## config.mk

```make
export PLATFORM = sky130hd
export DESIGN_NAME = uart_tx_serializer
export DESIGN_NICKNAME = d
export VERILOG_FILES = /design/src/rtl/uart_tx_serializer.sv
export SDC_FILE = /design/constraint.sdc
export NUM_CORES = 1
export LEC_CHECK = 0
export ABC_CLOCK_PERIOD_IN_PS = 2000
export CAP_MARGIN = 5
export CORE_AREA = 3 3 62 64
export CTS_BUF_LIST = sky130_fd_sc_hd__clkbuf_8
export DETAILED_ROUTE_END_ITERATION = 6
export DIE_AREA = 0 0 65 67
export PLACE_DENSITY = 0.61
export SLEW_MARGIN = 20
export SYNTH_ARGS = -nofsm -noshare
export SYNTH_HDL_FRONTEND = slang
export SYNTH_SLANG_ARGS = --single-unit
```

## constraint.sdc

```tcl
create_clock -name clk -period 2 [get_ports clk]
set_clock_uncertainty 0.1 [all_clocks]
set_input_delay 0.2 -clock clk [delete_from_list [all_inputs] [get_ports clk]]
set_output_delay 0.2 -clock clk [all_outputs]
set_load 0.01 [all_outputs]
```

## src/rtl/uart_tx_serializer.sv

```systemverilog
// UART transmit serializer: edge-detects the baud square wave and shifts out
// start, LSB-first data, optional parity and stop bits from a one-entry holding register.
module uart_tx_serializer #(
  parameter int unsigned DATA_BITS  = 8,
  parameter int unsigned PARITY_EN  = 0,
  parameter int unsigned PARITY_ODD = 0,
  parameter int unsigned STOP_BITS  = 1
) (
  input  logic                 clk,
  input  logic                 reset,
  input  logic                 baud_in,
  input  logic [DATA_BITS-1:0] tx_data,
  input  logic                 tx_valid,
  output logic                 tx_ready,
  output logic                 tx,
  output logic                 busy,
  output logic                 frame_done
);

  localparam int unsigned CNT_W  = 3;
  localparam int unsigned STOP_W = 1;
  localparam logic [CNT_W-1:0]  LAST_BIT  = CNT_W'(DATA_BITS - 1);
  localparam logic [STOP_W-1:0] LAST_STOP = STOP_W'(STOP_BITS - 1);

  typedef enum logic [2:0] {
    S_IDLE,
    S_START,
    S_DATA,
    S_PARITY,
    S_STOP
  } state_t;

  state_t               state_q, state_d;
  logic                 baud_q;
  logic                 tick;
  logic                 load;
  logic                 accept;
  logic                 last_stop;
  logic [DATA_BITS-1:0] hold_data_q;
  logic                 hold_full_q, hold_full_d;
  logic [DATA_BITS-1:0] shift_q, shift_d;
  logic [CNT_W-1:0]     bit_cnt_q, bit_cnt_d;
  logic [STOP_W-1:0]    stop_cnt_q, stop_cnt_d;
  logic                 parity_q, parity_d;
  logic                 tx_d;
  logic                 frame_done_d;

  assign tick      = baud_in & ~baud_q;
  assign accept    = tx_valid & tx_ready;
  assign last_stop = (stop_cnt_q == LAST_STOP);

  // State register
  always_ff @(posedge clk or posedge reset) begin
    if (reset) state_q <= S_IDLE;
    else       state_q <= state_d;
  end

  // Next-state logic; load marks an unload of the holding register into the shifter
  always_comb begin
    state_d = state_q;
    load    = 1'b0;
    if (tick) begin
      case (state_q)
        S_IDLE: begin
          if (hold_full_q) begin
            load    = 1'b1;
            state_d = S_START;
          end
        end
        S_START: state_d = S_DATA;
        S_DATA: begin
          if (bit_cnt_q == LAST_BIT) state_d = (PARITY_EN != 0) ? S_PARITY : S_STOP;
        end
        S_PARITY: state_d = S_STOP;
        S_STOP: begin
          if (last_stop) begin
            if (hold_full_q) begin
              load    = 1'b1;
              state_d = S_START;
            end else begin
              state_d = S_IDLE;
            end
          end
        end
        default: state_d = S_IDLE;
      endcase
    end
  end

  // Output and datapath next values
  always_comb begin
    tx_d         = tx;
    frame_done_d = 1'b0;
    shift_d      = shift_q;
    bit_cnt_d    = bit_cnt_q;
    stop_cnt_d   = stop_cnt_q;
    parity_d     = parity_q;
    if (tick) begin
      case (state_q)
        S_START: begin
          tx_d      = shift_q[0];
          shift_d   = shift_q >> 1;
          bit_cnt_d = '0;
        end
        S_DATA: begin
          bit_cnt_d = bit_cnt_q + CNT_W'(1);
          if (bit_cnt_q == LAST_BIT) begin
            stop_cnt_d = '0;
            tx_d       = (PARITY_EN != 0) ? parity_q : 1'b1;
          end else begin
            tx_d    = shift_q[0];
            shift_d = shift_q >> 1;
          end
        end
        S_PARITY: begin
          tx_d       = 1'b1;
          stop_cnt_d = '0;
        end
        S_STOP: begin
          if (last_stop) begin
            frame_done_d = 1'b1;
            tx_d         = 1'b1;
          end else begin
            stop_cnt_d = stop_cnt_q + STOP_W'(1);
          end
        end
        default: tx_d = 1'b1;
      endcase
    end
    // Loading a word overrides the line with the start bit
    if (load) begin
      shift_d  = hold_data_q;
      parity_d = (^hold_data_q) ^ 1'(PARITY_ODD);
      tx_d     = 1'b0;
    end
  end

  // Accept and unload are mutually exclusive since accept needs an empty register
  always_comb begin
    hold_full_d = hold_full_q;
    if (load)        hold_full_d = 1'b0;
    else if (accept) hold_full_d = 1'b1;
  end

  // Datapath and registered outputs
  always_ff @(posedge clk or posedge reset) begin
    if (reset) begin
      baud_q      <= 1'b0;
      hold_data_q <= '0;
      hold_full_q <= 1'b0;
      shift_q     <= '0;
      bit_cnt_q   <= '0;
      stop_cnt_q  <= '0;
      parity_q    <= 1'b0;
      tx          <= 1'b1;
      busy        <= 1'b0;
      frame_done  <= 1'b0;
      tx_ready    <= 1'b1;
    end else begin
      baud_q      <= baud_in;
      if (accept) hold_data_q <= tx_data;
      hold_full_q <= hold_full_d;
      shift_q     <= shift_d;
      bit_cnt_q   <= bit_cnt_d;
      stop_cnt_q  <= stop_cnt_d;
      parity_q    <= parity_d;
      tx          <= tx_d;
      busy        <= (state_d != S_IDLE);
      frame_done  <= frame_done_d;
      tx_ready    <= ~hold_full_d;
    end
  end

endmodule
```

Word level (Yosys, flattened, before mapping)
Cells that the tools add are included.

Output and inout bits: 4. Input bits: 12. Logic and storage cells: 63. Register bits: 29.

Bitwise gates (word level): 4. Add/subtract/negate cells: 2. Reductions and logical operators: 10. Eq/ne operators: 8. Muxes and demuxes: 28.

Operators by type and width (number): $mux 8 (3); $pmux 8 s2 (1); $mux 1 (15); $pmux 3 s5 (1); $mux 3 (4); $reduce_bool 3->1 (3); $eq 3x2->1 const B (2); $eq 3x3->1 const B (2); $ne 3x3->1 const B (2); $pmux 1 s3 (2); $pmux 3 s2 (1); $reduce_and 3->1 (2); $reduce_and 2->1 (2); $reduce_bool 2->1 (2); $add 3x1->3 const B (1); $eq 3x1->1 const B (1); $logic_not 3->1 (1); $and 1x1->1 (2); $ne 2x2->1 const B (1); $not 1->1 (2); $pmux 1 s2 (1); $add 1x1->1 const B (1).

Depth between registers and ports, before layout
Depth after elaboration: 6. Depth in mapped cells: 6. Mapped depth without buffers: 5.

Least setup slack after synthesis
No wires, ideal clock.

Path type: reg2reg. Start point: reg bit_cnt_q[0]. End point: reg shift_q[0]. Arrival: 1465 ps. Setup time: 135 ps. Cell stages (with the launch flop): 7. Clock period less this slack: 1699 ps. Required time: 1765 ps. Slack: 301 ps. Path buffers: 1. Cell sequence: dfrtp_1 -> ha_1 -> ha_1 -> nor3b_4 -> o21a_1 -> buf_6 -> o211ai_1.

Word-level cells in the longest chain between the ends: 3.

Ends and longest elaborated chain: start, declared (line 42) `logic [CNT_W-1:0] bit_cnt_q, bit_cnt_d;`; start signal, assigned (line 164) `bit_cnt_q <= bit_cnt_d;`; $eq 3x3->1 (line 107) `if (bit_cnt_q == LAST_BIT) begin`; $ne 3x3->1 (no source line); $reduce_and 3->1 (no source line); end signal, assigned (line 163) `shift_q <= shift_d;`; end, declared (line 41) `logic [DATA_BITS-1:0] shift_q, shift_d;`.

Every way passes these cells. A chain may end at the register's enable or synchronous reset.

Final worst setup path
Start point: reg bit_cnt_q[0]. End point: reg shift_q[3].

Same word-level chain as after synthesis.

==> impl_metrics.csv <==
group,metric,value,unit
outcome,status,"finished, final reports clean",
place,buffer_ports.inserted,15,
yosys,synthTopCellsByArea,"sky130_fd_sc_hd__dfrtp_1 (50%), sky130_fd_sc_hd__o211ai_1 (8.6%), sky130_fd_sc_hd__mux2_2 (7.7%), sky130_fd_sc_hd__dfstp_2 (4.0%), sky130_fd_sc_hd__o21ai_0 (3.4%)",
sta,f_max,572,MHz
detailed_routing,viasPerCell,5.48,
worst_setup_path,regToRegStartpoint,"bit_cnt_q[0]",
yosys,yosys.cell_types.count,29,
place,dp_hpwl,1850,um
floorplan,design.portCount,16,
clock_tree,clock-sinks,28,
pwr,power.internal,1440,uW
clock_tree,cts_inserted_buffers,3,
sta,timing.setup.tns,0,ns
yosys,synth.largest_area_cell,"sky130_fd_sc_hd__dfrtp_1",
pwr,sw_frac_of_total,34.6,%
detailed_routing,post-route-drc-count,0,
sta,minimum_period_implied_by_the_final_worst_setup_slack,1.75,ns
global_routing,grt_pass1_vias,942,
clock_tree,clock-root-buffer,"sky130_fd_sc_hd__clkbuf_8",
global_routing,grt_max_degree,19,
worst_setup_path,critical-path-max-stage-delay,0.41,ns
worst_setup_path,worst_setup_path_start_kind,"register",
pwr,power.clock.fraction,15.6,%
yosys,synthesis.area,0.00131,sq mm
place,dpl_worst_slack,0.238,ns
clock_tree,cts.repair.resized,0,
pwr,power.share.combinational,37.3,%
finish,post-route-util,47.6,%
worst_setup_path,critical_path_buf_inv_count,0,
clock_tree,cts_hold_repair.buffers,0,
finish,area_growth,21.1,%
global_routing,grt_first_pass_wirelength,4410,um
finish,layout_common_cells,"sky130_fd_sc_hd__dfrtp_1 (26), sky130_fd_sc_hd__o211ai_1 (15), sky130_fd_sc_hd__clkdlybuf4s50_1 (15)",
floorplan,initial_utilization,39.3,%
sta,maxSlewViolCount,0,
worst_setup_path,timing.critical_path.to_type,"register",
worst_setup_path,crit_required,2.05,ns
worst_setup_path,path_cells,"ha_1, ha_1, nor3b_4, o21a_1, o211ai_1",
floorplan,die_x,65,um
run,number_of_max_cap_violations,0,
clock_tree,max_clock_buf_depth,2,
finish,share_of_post_route_cells_with_drive_strength_above_1,17.4,%
worst_setup_path,critical_path_peak_fanout,9,
finish,num_antenna_cells,0,
yosys,synthesis.instances,115,
clock_tree,post-cts-setup-buffers,0,
yosys,synth_top_area_share,49.6,%
yosys,yosys_warnings,0,
yosys,synth.avg_cell_area,11.4,sq um
finish,design.final.nets,147,
detailed_routing,detail_route.first_pass.iterations,4,
clock_tree,cts_tree,"built",
floorplan,coreArea,0.00334,sq mm
clock_tree,clock_slew_at_reported_path_ffs,0.09,ns
worst_setup_path,arrival,1.80,ns
pwr,vdd_drop_max,0.512,mV
place,place_area,0.00153,sq mm
detailed_routing,vias,976,
global_routing,antenna_found_initial,0,
worst_setup_path,crit_slowest_cell,"sky130_fd_sc_hd__dfrtp_1",
worst_setup_path,cp_common_cell,"sky130_fd_sc_hd__ha_1",
detailed_routing,drt-wirelength-per-cell,14.4,um
pwr,seq_power_share,47.1,%
sta,tightestPinTransition,0.468,ns
global_routing,grt_util_all_layers,13.2,%
worst_setup_path,timing.rr.end,"shift_q[3]",
floorplan,design.die.area,0.00436,sq mm
pwr,pwr_density_cell,1390,mW/mm^2
sta,finalWorstSetupSlack,0.251,ns
global_routing,global_route_congestion_overflow_total,0,
sta,grt_setup_unrepaired,"no",
place,gpl.final_weighted_congestion,0.769,
worst_setup_path,top_delay_family_on_crit_path,"compound AO/OA/AOI/OAI gates",
finish,multi_input_comb_area,557,sq um
sta,slew-limit-headroom,68.8,%
detailed_routing,post_route_ant_nets,0,
detailed_routing,detailed_route_wl,2560,um
worst_setup_path,r2r_cells,5,
yosys,yosysSeqAreaShare,53.6,%
worst_setup_path,timing.setup.critical_path_class,"register to register",
yosys,postSynthRegisterBits,28,
floorplan,row_count,21,
worst_setup_path,worst-r2r-setup-slack,0.25,ns
finish,num-fill-cells,304,
finish,layout_commonest_cell,"sky130_fd_sc_hd__dfrtp_1",
clock_tree,clk_latency,0.27,ns
finish,post-route-cell-area,0.00159,sq mm
pwr,power.switching,761,uW
hold_path,hp-class,"input port to asynchronous set/reset pin",
clock_tree,cts_max_level,1,
pwr,power.static_leakage,0.000636,uW
detailed_routing,initialDrtViolationCount,35,
yosys,synth_nets,129,
sta,fin_crit_sh,87.4,%
sta,final-hold-violation-count,0,
pwr,design_power_total,2200,uW
sta,setup_viol,0,
finish,area_occupied_by_registers,703,sq um
floorplan,y_dimension_of_the_die,67,um
-- kinds of logic after synthesis --
group / synth area share, %
flip-flops: 53.6
AO/OA/AOI/OAI: 19.4
AND/OR/NAND/NOR: 13.5
buffers and inverters: 3.91
adder cells (fa/ha/maj): 1.91
multiplexers: 7.73
-- how the worst max path moves through the flow --
stage                       to  cells after the start  slack [ns]    startpoint
CTS                 shift_q[3]                      5        0.23  bit_cnt_q[0]
floorplan           shift_q[0]                      6        0.30  bit_cnt_q[0]
detailed placement  shift_q[1]                      4        0.24       baud_in
global route        shift_q[3]                      5        0.11  bit_cnt_q[0]
finish              shift_q[3]                      5        0.25  bit_cnt_q[0]
global placement    shift_q[0]                      4        0.28       baud_in
-- registers in the layout, indices dropped and copies added (netlist names) --
register,flops
hold_data_q,8
shift_q,8
bit_cnt_q,3
state_q,3
baud_q,1
busy,1
frame_done,1
hold_full_q,1
tx,1
tx_ready,1
-- routing by layer --
layer | track usage (%) | wire length (um) | up-vias
met5 | 0 | 0 | -
met4 | 5.54 | 57 | 0
met3 | 2.87 | 117 | 9
met2 | 21.7 | 1220 | 29
met1 | 16.6 | 1170 | 478
li1 | - | - | 460
-- per-stage QoR --
stage,hold WS (ns),std cells
floorplan,0.131,115
global placement,0.361,174
detailed placement,0.364,174
CTS,0.147,178
global route,0.188,178
finish,0.129,178
-- synthesized netlist by cell type --
library cell and instances:
sky130_fd_sc_hd__nor3b_4 1, sky130_fd_sc_hd__dfstp_2 2, sky130_fd_sc_hd__or3b_1 1, sky130_fd_sc_hd__clkbuf_1 4, sky130_fd_sc_hd__buf_6 1, sky130_fd_sc_hd__o21ai_0 9, sky130_fd_sc_hd__mux2_2 9, sky130_fd_sc_hd__a31oi_1 3
sky130_fd_sc_hd__o21ai_1 1, sky130_fd_sc_hd__o2bb2ai_1 3, sky130_fd_sc_hd__a21o_1 1, sky130_fd_sc_hd__nor4b_1 1, sky130_fd_sc_hd__nor3b_1 1, sky130_fd_sc_hd__nor3b_2 1, sky130_fd_sc_hd__nand3_1 8, sky130_fd_sc_hd__nand2_1 9
sky130_fd_sc_hd__a2111oi_0 1, sky130_fd_sc_hd__nor2b_1 4, sky130_fd_sc_hd__o21a_1 3, sky130_fd_sc_hd__buf_4 1, sky130_fd_sc_hd__nand4bb_1 1, sky130_fd_sc_hd__o31ai_1 1, sky130_fd_sc_hd__ha_1 2, sky130_fd_sc_hd__dfrtp_1 26
sky130_fd_sc_hd__nand2b_1 1, sky130_fd_sc_hd__o211ai_1 15, sky130_fd_sc_hd__inv_1 2, sky130_fd_sc_hd__buf_2 2, sky130_fd_sc_hd__nor2_1 1
-- power groups by stage --
stage	Combinational, uW	Sequential, uW	Clock (uW)
after CTS	826	1040	349
after detailed placement	820	1050	0
after global placement	789	1040	0
after global routing	912	1080	381
after floorplan	630	970	0
final	821	1040	343
-- area by class of cell --
cell class / count / area share, %
multi-input cells: 77 / 35.1
well taps: 46 / 3.62
repair buffers: 21 / 13.1
clock buffers: 4 / 3.47
inverters: 2 / 0.473
flip-flops and latches: 28 / 44.3
Note: power is estimated with default switching activity, not from simulation.
